### config.mk
export PLATFORM = sky130hd
export DESIGN_NAME = sha1_wsched_flat
export DESIGN_NICKNAME = d
export VERILOG_FILES = /design/src/rtl/sha1_pkg.sv /design/src/rtl/sha1_wsched_if.sv /design/src/rtl/sha1_wwin.sv /design/src/rtl/sha1_wsched.sv /design/src/flat_wrapper.sv
export SDC_FILE = /design/constraint.sdc
export NUM_CORES = 1
export LEC_CHECK = 0
export ABC_AREA = 1
export BUFFER_PORTS_ARGS = -buffer_cell sky130_fd_sc_hd__buf_2
export CORE_ASPECT_RATIO = 0.5
export CORE_UTILIZATION = 45
export CTS_CLUSTER_DIAMETER = 150
export DETAILED_ROUTE_END_ITERATION = 8
export PLACE_DENSITY = 0.72
export SKIP_LAST_GASP = 1
export SLEW_MARGIN = 10
export SYNTH_ARGS = -nofsm -noshare
export SYNTH_HDL_FRONTEND = slang
export SYNTH_HIERARCHICAL = 1
export SYNTH_SLANG_ARGS = --single-unit
### constraint.sdc
create_clock -name clk -period 2.13 [get_ports clk]
set_input_delay 0.426 -clock clk [delete_from_list [all_inputs] [get_ports clk]]
set_output_delay 0.426 -clock clk [all_outputs]
set_load 0.01 [all_outputs]
### src/rtl/sha1_pkg.sv
// Shared types and helpers for the SHA-1 message-schedule block.
package sha1_pkg;

    localparam int unsigned SHA1_ROUNDS    = 80;
    localparam int unsigned SHA1_BLK_WORDS = 16;

    typedef logic [31:0] word_t;
    typedef logic [6:0]  rnd_t;

    typedef enum logic [0:0] {
        LOAD = 1'b0,
        RUN  = 1'b1
    } state_e;

    // Rotate a 32-bit word left by one bit.
    function automatic word_t rotl1(input word_t x);
        return {x[30:0], x[31]};
    endfunction

endpackage

### src/rtl/sha1_wsched_if.sv
// Input word stream and output schedule stream of sha1_wsched.
interface sha1_wsched_if;

    logic              in_valid;
    logic              in_ready;
    sha1_pkg::word_t   in_data;
    logic              out_valid;
    logic              out_ready;
    sha1_pkg::word_t   out_w;
    sha1_pkg::rnd_t    out_t;
    logic              out_last;

    // Schedule block side.
    modport slave (
        input  in_valid,
        input  in_data,
        input  out_ready,
        output in_ready,
        output out_valid,
        output out_w,
        output out_t,
        output out_last
    );

    // Message source / round datapath side.
    modport master (
        output in_valid,
        output in_data,
        output out_ready,
        input  in_ready,
        input  out_valid,
        input  out_w,
        input  out_t,
        input  out_last
    );

endinterface

### src/rtl/sha1_wwin.sv
// 16-word sliding window: shifts in message words during load, and the
// expanded word W[t+16] during the run phase. Slot 0 always holds W[t].
module sha1_wwin
    import sha1_pkg::*;
(
    input  logic  clk,
    input  logic  r_n,
    input  logic  clr_i,
    input  logic  load_i,
    input  logic  expand_i,
    input  word_t data_i,
    output word_t w0_o
);

    word_t win_q [SHA1_BLK_WORDS];
    word_t win_d [SHA1_BLK_WORDS];
    word_t w_new;

    // Next window: clear, shift-in of a message word, or shift-in of W[t+16].
    always_comb begin
        // Slots 13/8/2/0 hold W[t+13], W[t+8], W[t+2], W[t].
        w_new = rotl1(win_q[13] ^ win_q[8] ^ win_q[2] ^ win_q[0]);
        win_d = win_q;
        if (clr_i) begin
            for (int i = 0; i < SHA1_BLK_WORDS; i++) begin
                win_d[i] = '0;
            end
        end else if (load_i || expand_i) begin
            for (int i = 0; i < SHA1_BLK_WORDS - 1; i++) begin
                win_d[i] = win_q[i+1];
            end
            win_d[SHA1_BLK_WORDS-1] = load_i ? data_i : w_new;
        end
    end

    // Window registers with asynchronous clear.
    always_ff @(posedge clk or negedge r_n) begin
        if (!r_n) begin
            for (int i = 0; i < SHA1_BLK_WORDS; i++) begin
                win_q[i] <= '0;
            end
        end else begin
            for (int i = 0; i < SHA1_BLK_WORDS; i++) begin
                win_q[i] <= win_d[i];
            end
        end
    end

    assign w0_o = win_q[0];

endmodule

### src/rtl/sha1_wsched.sv
// SHA-1 message schedule: loads 16 words, then emits W[0..ROUNDS-1] one word
// per output handshake. Holds the LOAD/RUN FSM and the load/round counters.
module sha1_wsched
    import sha1_pkg::*;
#(
    parameter int unsigned ROUNDS    = SHA1_ROUNDS,
    parameter int unsigned BLK_WORDS = SHA1_BLK_WORDS
) (
    input  logic          clk,
    input  logic          r_n,
    input  logic          clr,
    sha1_wsched_if.slave  bus
);

    localparam rnd_t       LastT   = rnd_t'(ROUNDS - 1);
    localparam logic [3:0] LastCnt = 4'(BLK_WORDS - 1);

    state_e     state_q, state_d;
    logic [3:0] cnt_q, cnt_d;
    rnd_t       t_q, t_d;
    logic       load, expand;
    logic       in_rdy, out_vld;
    logic       in_hs, out_hs;
    word_t      w0;

    // in_ready is also forced low while reset is held.
    assign in_rdy  = (state_q == LOAD) && r_n;
    assign out_vld = (state_q == RUN);
    assign in_hs   = bus.in_valid && in_rdy;
    assign out_hs  = out_vld && bus.out_ready;

    // Next-state, counters and window control; clr overrides everything.
    always_comb begin
        state_d = state_q;
        cnt_d   = cnt_q;
        t_d     = t_q;
        load    = 1'b0;
        expand  = 1'b0;
        if (clr) begin
            state_d = LOAD;
            cnt_d   = '0;
            t_d     = '0;
        end else begin
            unique case (state_q)
                LOAD: begin
                    if (in_hs) begin
                        load = 1'b1;
                        if (cnt_q == LastCnt) begin
                            state_d = RUN;
                            cnt_d   = '0;
                            t_d     = '0;
                        end else begin
                            cnt_d = cnt_q + 4'd1;
                        end
                    end
                end
                RUN: begin
                    if (out_hs) begin
                        expand = 1'b1;
                        if (t_q == LastT) begin
                            state_d = LOAD;
                            t_d     = '0;
                        end else begin
                            t_d = t_q + rnd_t'(1);
                        end
                    end
                end
                default: begin
                    state_d = LOAD;
                end
            endcase
        end
    end

    // FSM and counter registers.
    always_ff @(posedge clk or negedge r_n) begin
        if (!r_n) begin
            state_q <= LOAD;
            cnt_q   <= '0;
            t_q     <= '0;
        end else begin
            state_q <= state_d;
            cnt_q   <= cnt_d;
            t_q     <= t_d;
        end
    end

    sha1_wwin u_wwin (
        .clk      (clk),
        .r_n      (r_n),
        .clr_i    (clr),
        .load_i   (load),
        .expand_i (expand),
        .data_i   (bus.in_data),
        .w0_o     (w0)
    );

    assign bus.in_ready  = in_rdy;
    assign bus.out_valid = out_vld;
    assign bus.out_w     = w0;
    assign bus.out_t     = t_q;
    assign bus.out_last  = out_vld && (t_q == LastT);

    // A stalled output word must not move.
    a_stall_stable : assert property (@(posedge clk) disable iff (!r_n)
        (out_vld && !bus.out_ready && !clr) |=> ($stable(bus.out_w) && $stable(bus.out_t)));

endmodule

### src/flat_wrapper.sv
// flat-port wrapper written by rule: the top's interface ports become plain ports
module sha1_wsched_flat import sha1_pkg::*;
#(
    parameter int unsigned ROUNDS    = SHA1_ROUNDS,
    parameter int unsigned BLK_WORDS = SHA1_BLK_WORDS
)
  (clk, r_n, clr, bus_in_valid, bus_in_data, bus_out_ready, bus_in_ready, bus_out_valid, bus_out_w, bus_out_t, bus_out_last);
  sha1_wsched_if bus_i ();
  input  logic clk;
  input  logic r_n;
  input  logic clr;
  input wire logic [$bits(bus_i.in_valid)-1:0] bus_in_valid;
  input wire logic [$bits(bus_i.in_data)-1:0] bus_in_data;
  input wire logic [$bits(bus_i.out_ready)-1:0] bus_out_ready;
  output wire logic [$bits(bus_i.in_ready)-1:0] bus_in_ready;
  output wire logic [$bits(bus_i.out_valid)-1:0] bus_out_valid;
  output wire logic [$bits(bus_i.out_w)-1:0] bus_out_w;
  output wire logic [$bits(bus_i.out_t)-1:0] bus_out_t;
  output wire logic [$bits(bus_i.out_last)-1:0] bus_out_last;
  assign bus_i.in_valid = bus_in_valid;
  assign bus_i.in_data = bus_in_data;
  assign bus_i.out_ready = bus_out_ready;
  assign bus_in_ready = bus_i.in_ready;
  assign bus_out_valid = bus_i.out_valid;
  assign bus_out_w = bus_i.out_w;
  assign bus_out_t = bus_i.out_t;
  assign bus_out_last = bus_i.out_last;
  sha1_wsched #(.ROUNDS(ROUNDS), .BLK_WORDS(BLK_WORDS)) u_core (.clk(clk), .r_n(r_n), .clr(clr), .bus(bus_i));
endmodule
Yosys cells after proc, flatten, opt, wreduce, memory -nomap -nowiden
Cells that the tools add are included.

operators by class
  equal/unequal tests = 6
  add/sub/neg operators = 2
  muxes and demuxes = 25
  reduce and logical (&&, ||, !) cells = 9
  bitwise gates (word level) = 4

operators with widths
  kind                                                                      number
  512-bit two-way mux                                                       2
  32-bit XOR                                                                3
  7-bit two-way mux                                                         5
  32-bit two-way mux                                                        1
  4-bit two-way mux                                                         4
  7-bit one-hot mux with 2 select lines                                     1
  1-bit two-way mux                                                         11
  7-bit by 1-bit adder with 7-bit output (second input constant)            1
  7-bit == test (second input constant)                                     1
  3-bit inequality test (second input constant)                             2
  4-bit by 1-bit adder with 4-bit output (second input constant)            1
  4-bit == test (second input constant)                                     1
  1-bit logical AND                                                         4
  2-bit nonzero test                                                        2
  3-bit by 2-bit inequality test with 1-bit output (second input constant)  1
  3-bit AND reduction                                                       1
  2-bit inequality test (second input constant)                             1
  1-bit one-hot mux with 2 select lines                                     1
  2-bit AND reduction                                                       1
  1-bit logical OR                                                          1
  1-bit NOT                                                                 1

word-level totals
  bits of input ports = 37
  word-level logic and storage cells = 65
  flip-flop bits (word level) = 524
  output and inout bits = 42

Logic depth before layout (Yosys ltp)
  word-level depth = 9
  depth in mapped cells = 11

Cells and area by module
Netlist, hierarchy kept.

by module, submodules not included
  module       seq. area each (um^2)  cells each  times used  area each (um^2)
  sha1_wwin    12812.3                2303        1           21106.5
  sha1_wsched  300.3                  87          1           696.9

Least setup slack after synthesis
Ideal clock, no wire load.

  kind = register to register
  start = register u_core.state_q (netlist: u_core/bus.out_valid)
  end = register u_core/u_wwin/win_q[429] in the netlist's numbering
  required time = 1997 ps
  path slack = 320 ps
  period minus slack after synthesis = 1810 ps
  path buffers = 2
  setup time = 133 ps
  arrival time = 1678 ps
  cell stages (with the launch flop) = 9
  cell sequence = dfrtp_1 > inv_2 > nand3_4 > nor2_1 > nor2_2 > nand2_4 > clkbuf_1 > clkbuf_1 > o22ai_1

on the way
  cells in the longest elaborated chain, start to end = 8

ends and longest elaborated chain
  what                                     line               RTL
  start: declaration                       sha1_wsched.sv:18  state_e state_q, state_d;
  start signal: assignment                 sha1_wsched.sv:82  state_q <= state_d;
  1-bit NOT                                sha1_wsched.sv:27  assign in_rdy = (state_q == LOAD) && r_n;
  1-bit logical AND                        sha1_wsched.sv:27
  1-bit logical AND                        sha1_wsched.sv:29  assign in_hs = bus.in_valid && in_rdy;
  1-bit two-way mux                        sha1_wsched.sv:46  if (in_hs) begin
  1-bit two-way mux (*)                    sha1_wsched.sv:44  unique case (state_q)
  1-bit two-way mux (*)                    sha1_wsched.sv:39  if (clr) begin
  net u_core.load                          sha1_wsched.sv:21  logic load, expand;
  1-bit logical OR (*)                     sha1_wwin.sv:28    end else if (load_i || expand_i) begin
  2-bit nonzero test (no source line) (*)  --
  end signal: indexed assignment           sha1_wwin.sv:44    win_q[i] <= win_d[i];
  end: declaration                         sha1_wwin.sv:15    word_t win_q [SHA1_BLK_WORDS];

The timed path passes the listed nets; every way through them passes the cells marked *.
A chain may end at the register's enable or synchronous reset.

Final worst setup path
  start = register u_core.t_q[0] (netlist: u_core/bus.out_t[0])
  end = output bus_out_last

on the way
  cells in the longest elaborated chain, start to end = 2

ends and longest elaborated chain
  what                      line                RTL
  start: declaration        sha1_wsched.sv:20   rnd_t t_q, t_d;
  start signal: assignment  sha1_wsched.sv:84   t_q <= t_d;
  7-bit == test             sha1_wsched.sv:102  assign bus.out_last = out_vld && (t_q == LastT);
  1-bit logical AND         sha1_wsched.sv:102
  end: declaration          flat_wrapper.sv:19  output wire logic [$bits(bus_i.out_last)-1:0] bus_out_last;

No other way between the ends.

==> flow_summary.toml <==
[status]
status = "finished, final reports clean"

[grt]
grt_pass1_wl_um = 71600
grt_pass1_vias = 14800
grt_overflow = 0
antenna_found_initial = 0
grt_max_degree = 180
grt_usage_pct = 17.3

[die]
die_area_um2 = 49400
die_x_um = 313
die_h_um = 158
core_area_um2 = 47300
io_pins = 79
initial_core_util_pct = 46.1
fp-row-count = 56

[finish]
nNetsFinal = 2455
antennaDiodeCount = 0
drive_gt1_share_pct = 9.09
final_cells = 3090
fin_area_um2 = 24500
syn_to_final_growth_pct = 12.2

[synth]
syn-cell-area_um2 = 21800
syn_avg_cell_area_um2 = 9.12
synth_xor_area_share_pct = 0.0803
yosys.area_share.adder_pct = 0.115
synth_top_area_share_pct = 60.1
synth_nets = 2429
yosysSeqAreaShare_pct = 60.1
synth_compound_area_share_pct = 14.0
synth_seq_cells = 524
yosysTopAreaCell = "dfrtp_1"
netlist_instances = 2390
yosys-top-cells-area = "dfrtp_1, o22ai_1, inv_1"
muxShareOfSynthArea_pct = 0
yosysWarnings = 6
synth_cell_types = 26
synth_simple_gate_area_share_pct = 12.5
synth_top_family_by_area = "compound AO/OA/AOI/OAI gates"

[routing]
num_vias = 15500
vias_per_cell = 5.02
first_pass_iters = 7
avgRoutedWirePerCell_um = 13.8
finalWirelength_um = 42600
drt_iter0_markers = 1233
drc_errors = 0
postRouteAntennaNets = 0

[clocking]
clock_sinks = 524
numCtsBuffers = 46
clkLatencyLatePin_ns = 0.58
path_clk_slew_ns = 0.07
cts_tree = "built"
cts.hold.buffers_added = 0
clock_path_buffers = 3
cts_root_buf = "clkbuf_16"
htree_levels = 2

[power_and_ir_drop]
power.total_mw = 19.9
power.leakage_nw = 11.7
power_density_nw_per_um2 = 814
ir_drop_mv = 0.518

[timing]
hold_viol_final = 0
hold_ws_ns = 0.0626
worst_slew_pin_slew_ns = 0.996
drv_slew = 0
finalCritPeriodShare_pct = 98.3
slew_headroom_pct = 33.6
finalSetupViolCount = 0
finalCriticalPeriod_ns = 2.09
clock.fmax_ghz = 0.478
skew_ns = 0.0281
rsz0062_at_grt = "true"

[setup_path]
worstPathArrival_ns = 1.67
crit_fanout = 2
start_kind = "flip-flop"
cpMaxStageDelayCell = "dfrtp_1"
critPathMaxStageDelay_ns = 0.40
cp_common_cell = "nor2_4"
cp.required_ns = 1.70
worst_setup_path_end_kind = "output port"
cp_top_family = "simple AND/OR/NAND/NOR gates"
cp_num_buf_inv = 1
worstSetupPathType = "flip-flop to output port"
path_cells = "ha_4, nand2_4, nor2_4, nand3_4, nor2_4, buf_6"

[place]
placed_cells = 3000
place.gp.congestion = 0.769
dpl_cell_area_um2 = 22800
place.port_buffers = 78
dpl.hpwl_um = 26000

[flow_run]
cap_violations = 0

[min_path]
min_path_type = "input pin to flip-flop"
==> power by group <==
group          switching (mW)  internal [mW]  leakage (nW)
Combinational           0.764          0.293          3.63
Clock                    3.72           5.05         0.782
Sequential             0.0406           10.0          7.31
==> per-stage QoR <==
step | util, % | worst slack, ns | TNS, ns
6_report | 51.7 | 0.0359 | 0
5_1_grt | 51.7 | -0.0511 | -0.0513
2_1_floorplan | - | 0.320 | 0
3_3_place_gp | 48.2 | 0.204 | 0
4_1_cts | 51.6 | -0.0493 | -0.0493
3_5_place_dp | 48.2 | 0.177 | 0
==> area by class of cell <==
type	instances	area (um2)
repair buffers	132	1110
clock inverters	16	234
clock buffers	68	1360
inverters	527	1980
flip-flops and latches	524	13100
multi-input cells	1185	5870
fillers	4172	22800
well taps	638	798
==> what timing repair did <==
item | CTS | global route
buffers inserted | 4 | 2
setup endpoints to repair | 1 | 1
gates resized for setup | 5 | 6
pin swaps | 3 | 3
==> routing by layer <==
layer | vias up | GRT usage [%] | wire [um]
li1 | 7692 | - | -
met1 | 7571 | 24.2 | 20100
met2 | 204 | 28.5 | 20400
met3 | 59 | 2.55 | 1410
met4 | 0 | 4.41 | 683
met5 | - | 0 | 0
==> worst paths after layout <==
kind / startpoint / endpoint / slack (ns) / cells past startpoint
min in group asynchronous: r_n / u_core/u_wwin/win_q[274] / 0.09 / 3
worst min-delay path: bus_out_ready / u_core/bus.out_valid / 0.06 / 2
worst min register to register: u_core/u_wwin/win_q[24] / u_core/u_wwin/win_q[24] / 0.49 / 2
worst max-delay path: u_core/bus.out_t[0] / bus_out_last / 0.04 / 6
max in group asynchronous: r_n / u_core/u_wwin/w0_o[5] / 1.16 / 3
worst max register to register: u_core/bus.out_valid / u_core/u_wwin/win_q[58] / 0.15 / 9
==> placed cells by master, fill, tap and decap left out, types with 2 or more instances in the layout <==
| master | synthesis | layout |
|---|---|---|
| clkbuf_16 | 0 | 47 |
| nand3_4 | 1 | 2 |
| buf_2 | 61 | 76 |
| a21oi_2 | 3 | 3 |
| o22ai_1 | 448 | 448 |
| inv_1 | 524 | 524 |
| inv_2 | 3 | 3 |
| clkbuf_8 | 0 | 10 |
| inv_6 | 0 | 3 |
| nor2_4 | 0 | 2 |
| buf_12 | 0 | 24 |
| clkinv_2 | 0 | 6 |
| clkbuf_1 | 34 | 11 |
| nand3_1 | 76 | 75 |
| nand3_2 | 2 | 2 |
| bufinv_16 | 0 | 5 |
| nand2_1 | 463 | 461 |
| buf_4 | 45 | 30 |
| nor2_1 | 144 | 142 |
| dfrtp_1 | 524 | 524 |
| o21ai_0 | 37 | 37 |
| nand2_4 | 1 | 2 |
==> cell families after synthesis <==
logic type / Yosys count
adder cells (fa/ha/maj): 2
buffers and inverters: 681
AO/OA/AOI/OAI: 492
XOR/XNOR: 2
flip-flops: 524
AND/OR/NAND/NOR: 689
==> cell usage after synthesis (all sizes together) <==
| library cell | n |
|---|---|
| clkbuf | 34 |
| nand2 | 464 |
| o21ai | 38 |
| a21oi | 4 |
| buf | 120 |
| ha | 2 |
| o221ai | 1 |
| o31ai | 1 |
| nand4 | 1 |
| o22ai | 448 |
| nand3 | 79 |
| inv | 527 |
| xnor2 | 1 |
| xor2 | 1 |
| nor2 | 145 |
| dfrtp | 524 |
==> sequential cells by signal (all words and copies together), names as in the netlist <==
signal and flops:
u_core/bus.out_valid 1, u_core/cnt_q 4, u_core/u_wwin/w0_o 32, u_core/bus.out_t 7
u_core/u_wwin/win_q 480
(Power assumes the default switching activity.)
